$ cat config.mk
export PLATFORM = sky130hd
export DESIGN_NAME = mac_mmio_stream
export DESIGN_NICKNAME = d
export VERILOG_FILES = /design/src/rtl/mac_mmio_stream.sv
export SDC_FILE = /design/constraint.sdc
export NUM_CORES = 1
export LEC_CHECK = 0
export CORE_ASPECT_RATIO = 1.2
export CORE_MARGIN = 1
export CORE_UTILIZATION = 55
export CTS_CLUSTER_SIZE = 12
export DETAILED_ROUTE_END_ITERATION = 16
export PLACE_DENSITY = 0.76
export SLEW_MARGIN = 20
export SYNTH_ARGS = -nofsm -noshare
export SYNTH_HDL_FRONTEND = slang
export SYNTH_SLANG_ARGS = --single-unit
$ cat constraint.sdc
create_clock -name clock -period 3.4 [get_ports clock]
set_clock_uncertainty 0.15 [all_clocks]
set_input_delay 0.34 -clock clock [delete_from_list [all_inputs] [get_ports clock]]
set_output_delay 0.34 -clock clock [all_outputs]
set_load 0.005 [all_outputs]
$ cat src/rtl/mac_mmio_stream.sv
// Streaming multiply-accumulate engine: accepts (x, y) operand beats over a
// valid/ready handshake, accumulates their dot product with saturation, and
// presents the result (acc, count, overflow) until the consumer takes it.
module mac_mmio_stream #(
    parameter int unsigned WIDTH     = 16,
    parameter int unsigned ACC_WIDTH = 40,
    parameter int unsigned CNT_WIDTH = 8
) (
    input  logic                 clock,
    input  logic                 reset,
    output logic                 input_ready,
    input  logic                 input_valid,
    input  logic [WIDTH-1:0]     x,
    input  logic [WIDTH-1:0]     y,
    input  logic                 last,
    input  logic                 is_signed,
    input  logic                 output_ready,
    output logic                 output_valid,
    output logic [ACC_WIDTH-1:0] acc,
    output logic [CNT_WIDTH-1:0] count,
    output logic                 overflow,
    output logic                 busy
);

    localparam int unsigned PROD_WIDTH = 2 * WIDTH;
    localparam int unsigned SUM_WIDTH  = ACC_WIDTH + 1;
    localparam int unsigned EXT_WIDTH  = SUM_WIDTH - PROD_WIDTH;

    typedef enum logic [1:0] {
        S_IDLE  = 2'd0,
        S_ACCUM = 2'd1,
        S_DRAIN = 2'd2,
        S_DONE  = 2'd3
    } state_t;

    state_t                 state;
    state_t                 state_nxt;
    logic                   mode_q;
    logic                   p1_valid;
    logic [PROD_WIDTH-1:0]  p1_prod;

    logic                   beat;
    logic                   mode_now;
    logic [PROD_WIDTH-1:0]  prod_c;
    logic [SUM_WIDTH-1:0]   acc_ext;
    logic [SUM_WIDTH-1:0]   prod_ext;
    logic [SUM_WIDTH-1:0]   sum;
    logic                   sum_ovf;
    logic [ACC_WIDTH-1:0]   clamp_val;
    logic [ACC_WIDTH-1:0]   sum_clamped;

    assign beat     = input_valid && input_ready;
    // The first beat of a vector multiplies in the mode being latched alongside it.
    assign mode_now = (state == S_IDLE) ? is_signed : mode_q;

    // Stage-1 product: operands sign- or zero-extended to full product width.
    always_comb begin
        prod_c = '0;
        if (mode_now) begin
            prod_c = {{WIDTH{x[WIDTH-1]}}, x} * {{WIDTH{y[WIDTH-1]}}, y};
        end else begin
            prod_c = {{WIDTH{1'b0}}, x} * {{WIDTH{1'b0}}, y};
        end
    end

    // Stage-2 add with one guard bit, then clamp to the representable range.
    always_comb begin
        acc_ext   = '0;
        prod_ext  = '0;
        sum       = '0;
        sum_ovf   = 1'b0;
        clamp_val = '1;
        if (mode_q) begin
            acc_ext  = {acc[ACC_WIDTH-1], acc};
            prod_ext = {{EXT_WIDTH{p1_prod[PROD_WIDTH-1]}}, p1_prod};
        end else begin
            acc_ext  = {1'b0, acc};
            prod_ext = {{EXT_WIDTH{1'b0}}, p1_prod};
        end
        sum = acc_ext + prod_ext;
        if (mode_q) begin
            sum_ovf   = sum[SUM_WIDTH-1] ^ sum[SUM_WIDTH-2];
            clamp_val = sum[SUM_WIDTH-1] ? {1'b1, {(ACC_WIDTH-1){1'b0}}}
                                         : {1'b0, {(ACC_WIDTH-1){1'b1}}};
        end else begin
            sum_ovf   = sum[SUM_WIDTH-1];
            clamp_val = '1;
        end
        sum_clamped = sum_ovf ? clamp_val : sum[ACC_WIDTH-1:0];
    end

    // Next-state decode; DRAIN waits for the final product to reach stage 2.
    always_comb begin
        state_nxt = state;
        case (state)
            S_IDLE:  if (beat) state_nxt = last ? S_DRAIN : S_ACCUM;
            S_ACCUM: if (beat && last) state_nxt = S_DRAIN;
            S_DRAIN: if (p1_valid) state_nxt = S_DONE;
            S_DONE:  if (output_ready) state_nxt = S_IDLE;
            default: state_nxt = S_IDLE;
        endcase
    end

    // State register with handshake/status flags registered from the next state.
    always_ff @(posedge clock or posedge reset) begin
        if (reset) begin
            state        <= S_IDLE;
            mode_q       <= 1'b0;
            input_ready  <= 1'b1;
            output_valid <= 1'b0;
            busy         <= 1'b0;
        end else begin
            state        <= state_nxt;
            input_ready  <= (state_nxt == S_IDLE) || (state_nxt == S_ACCUM);
            output_valid <= (state_nxt == S_DONE);
            busy         <= (state_nxt != S_IDLE);
            if ((state == S_IDLE) && beat) begin
                mode_q <= is_signed;
            end
        end
    end

    // Datapath: product pipeline, saturating accumulator and beat counter.
    always_ff @(posedge clock or posedge reset) begin
        if (reset) begin
            p1_valid <= 1'b0;
            p1_prod  <= '0;
            acc      <= '0;
            count    <= '0;
            overflow <= 1'b0;
        end else begin
            p1_valid <= beat;
            if (beat) begin
                p1_prod <= prod_c;
            end
            if ((state == S_IDLE) && beat) begin
                acc      <= '0;
                count    <= CNT_WIDTH'(1);
                overflow <= 1'b0;
            end else begin
                if (beat && (count != {CNT_WIDTH{1'b1}})) begin
                    count <= count + CNT_WIDTH'(1);
                end
                if (p1_valid) begin
                    acc <= sum_clamped;
                    if (sum_ovf) begin
                        overflow <= 1'b1;
                    end
                end
            end
        end
    end

endmodule

==> flow_summary_export.csv <==
group,metric,value,unit
timing,rsz0062_at_grt,"yes",
cts,cts.htree.levels,3,
timing,fin_crit,6.249,ns
yosys,ys_warn_count,0,
route,dr.pass1.iters,6,
setup_path,cp.required,3.49,ns
cts,path_clk_slew,0.06,ns
setup_path,worstPathArrival,6.34,ns
status,violations,"negative setup slack",
timing,slew_headroom,48.20,%
timing,tightest_slew,0.7770,ns
floorplan,coreArea,0.03604,sq mm
final_layout,areaGrowthSynthToFinish,37.38,%
yosys,ys_top_cells_by_area,"fa_1, ha_1, dfrtp_1",
global_routing,grt_pass1_vias,20060,
route,drt_wl_total,68.55,mm
cts,cts.sinks,88,
final_layout,antenna_cells,0,
floorplan,num_io_pins,90,
placement,gp_congestion,0.9487,
route,wl_per_cell,20.94,um
timing,slew_violations,0,
yosys,synth_xor_area_share,4.285,%
yosys,synth_top_cell_by_area,"fa_1",
yosys,synth_top_area_share,36.31,%
cts,cts_buffers,9,
yosys,synth_edf_count,0,
status,status,"finished, violations left",
cts,cts_root_buffer,"clkbuf_16",
route,drt_iter0_markers,1659,
route,antenna_left,0,
yosys,seq_area_frac_synth,10.89,%
final_layout,final_nets,3399,
yosys,syn-instance-count,2244,
floorplan,start_util,56.14,%
cts,cts_tree,"yes",
yosys,synthAdderAreaFrac,48.24,%
global_routing,grtUsageTotal,33.94,%
placement,dpl.hpwl,47.71,mm
setup_path,crit_path_end_kind,"flip-flop",
setup_path,setup.worst_path.class,"input pin to flip-flop",
yosys,synth_ff_type,"dfrtp_1",
yosys,synth_cell_types,71,
global_routing,antenna_found_initial,0,
yosys,ys_async_sr_fraction,100.0,%
hold_path,hp-class,"input pin to asynchronous set/reset pin",
floorplan,dieArea,0.03756,sq mm
final_layout,final_util,77.13,%
route,vias,19250,
global_routing,grt_start_max_net_pins,46,
yosys,synth_compound_area_share,12.36,%
global_routing,overflow,0,
yosys,synth_nets,2842,
timing,fin_ws,-2.849,ns
setup_path,critPathLaunchType,"input pin",
final_layout,drive_gt1_share,30.97,%
route,drc_errors,0,
setup_path,critPathMaxFanout,5,
yosys,syn_area,0.02023,sq mm
placement,io_buffers,89,
floorplan,fp.dieW,177.1,um
timing,setup_viol,66,
timing,hold_viol,0,
cts,clock_latency,0.36,ns
yosys,postSynthAreaPerCell,9.017,sq um
cts,holdBufCountCts,0,
yosys,yosys.area_share.simple,13.37,%
flow_run,maxCapViolCount,0,
global_routing,grt_pass1_wl,100.3,mm
floorplan,chipHeight,212.1,um
cts,clk_path_buf_depth,2,
yosys,synth_top_family_by_area,"adder cells",
yosys,synthMuxAreaShare,0.4761,%
timing,fin_crit_sh,183.8,%
route,detail_route.vias_per_cell,5.880,
yosys,ys_ff_latch,88,
floorplan,num_rows,76,
timing,fmax,160.0,MHz
state kept, by name (all words and copies together) (netlist names):
register and flops:
acc 40, mode_q 1, busy 1, state 2
output_valid 1, p1_prod 32, count 8, input_ready 1
p1_valid 1, overflow 1
cells in the mapped netlist, types with 6 or more instances:
cell type  instances
inv_1            492
fa_1             367
nand2_1          241
ha_1             193
and2_1           125
nor2_1            94
a21oi_1           91
dfrtp_1           87
o21ai_0           78
xnor2_1           64
clkbuf_1          54
a221o_1           41
a21o_1            40
xor2_1            35
nand3_1           18
a211oi_1          16
a31oi_1           16
o21a_1            16
nor3_1            15
nand2b_1          14
nand4_1           14
o21bai_1          14
and3_1            13
o211ai_1          10
mux2i_1            7
or2_2              7
nor2b_1            6
nor4_1             6
or3_1              6
cell type report:
| type | count | area (sq um) |
|---|---|---|
| Clock buffer | 14 | 284.0 |
| Tap cell | 468 | 585.6 |
| Inverter | 492 | 1848 |
| Fill cell | 2143 | 8242 |
| Timing Repair Buffer | 607 | 5295 |
| Clock inverter | 2 | 35.03 |
| Sequential cell | 88 | 2203 |
| Multi-Input combinational cell | 1603 | 17550 |
routing by layer:
metal  wire, um  track usage [%]  vias to the layer above
met4       5399            16.65                        0
met2      33860            60.29                     1150
met1      24620            40.61                     9426
li1           -                -                     8221
met3       4678            3.827                      453
met5          0                0                        -
path summary, 6_finish.rpt:
check                                             from                 endpoint  slack, ns  depth (start not counted)
worst max register to register  p1_prod[0]$_DFFE_PP0P_      acc[19]$_DFFE_PP0P_      -0.26                         13
max in group asynchronous                        reset      acc[29]$_DFFE_PP0P_       2.06                          4
worst max-delay path                             x[13]  p1_prod[31]$_DFFE_PP0P_      -2.85                         24
worst min-delay path                             reset   output_valid$_DFF_PP0_       0.27                          2
worst min register to register  p1_prod[6]$_DFFE_PP0P_   p1_prod[6]$_DFFE_PP0P_       0.34                          2
min in group clock              p1_prod[6]$_DFFE_PP0P_   p1_prod[6]$_DFFE_PP0P_       0.34                          2
cells in the final DEF, fill, tap and decap left out, types with 29 or more instances in the layout:
cell type / instances
nor2_1: 79
ha_4: 49
and2_1: 100
inv_2: 53
nand2_1: 211
buf_6: 77
dfrtp_1: 87
buf_4: 427
fa_1: 341
ha_1: 139
xnor2_1: 56
inv_1: 438
xor2_1: 35
o21ai_0: 35
clkdlybuf4s50_1: 58
a21oi_1: 64
o21ai_1: 29
a21o_1: 40
a221o_1: 41
worst max-delay path, stage by stage:
cell and delay (ns):
dlygate4sd2_1 0.21, buf_6 0.14, buf_6 0.13, nand2_1 0.09
fa_1 0.53, inv_1 0.10, fa_1 0.54, inv_1 0.07
fa_1 0.50, inv_1 0.06, fa_2 0.47, fa_1 0.49
inv_1 0.06, fa_1 0.64, inv_1 0.11, ha_1 0.44
a21oi_2 0.12, o21a_1 0.22, a21oi_2 0.21, nor2_2 0.07
o31a_1 0.33, a21oi_2 0.16, mux2i_1 0.21, nand3_1 0.09
metrics by stage:
stage,area [sq um],setup slack (ns),hold slack (ns),instances,setup TNS [ns]
finish,27800,-2.849,0.2683,3274,-71.16
global route,27800,-3.258,0.3391,3274,-79.90
CTS,27070,-2.722,0.3116,3238,-64.09
detailed placement,25120,-3.581,0.3296,3145,-87.09
floorplan,20890,-2.535,0.2998,2244,-52.63
global placement,25120,-3.468,0.3193,3145,-81.90
cell families (layout without fill, tap and decap cells):
family          after synthesis  after routing
compound gates              365            365
xor+xnor                     99             99
mux                           9              9
fa+ha+maj                   560            560
simple gates                570            570
flops                        88             88
buf+inv                     553           1115
what timing repair did:
item / 4_1_cts / 5_1_grt
cloned: 4 / 4
pin swaps: 204 / 167
gates resized for setup: 343 / 146
endpoints found under the setup margin: 67 / 68
setup buffers: 75 / 42
Power is left out: the tool's default activity adds up to more than one toggle a clock period on the data nets, which glitch-free logic cannot reach.
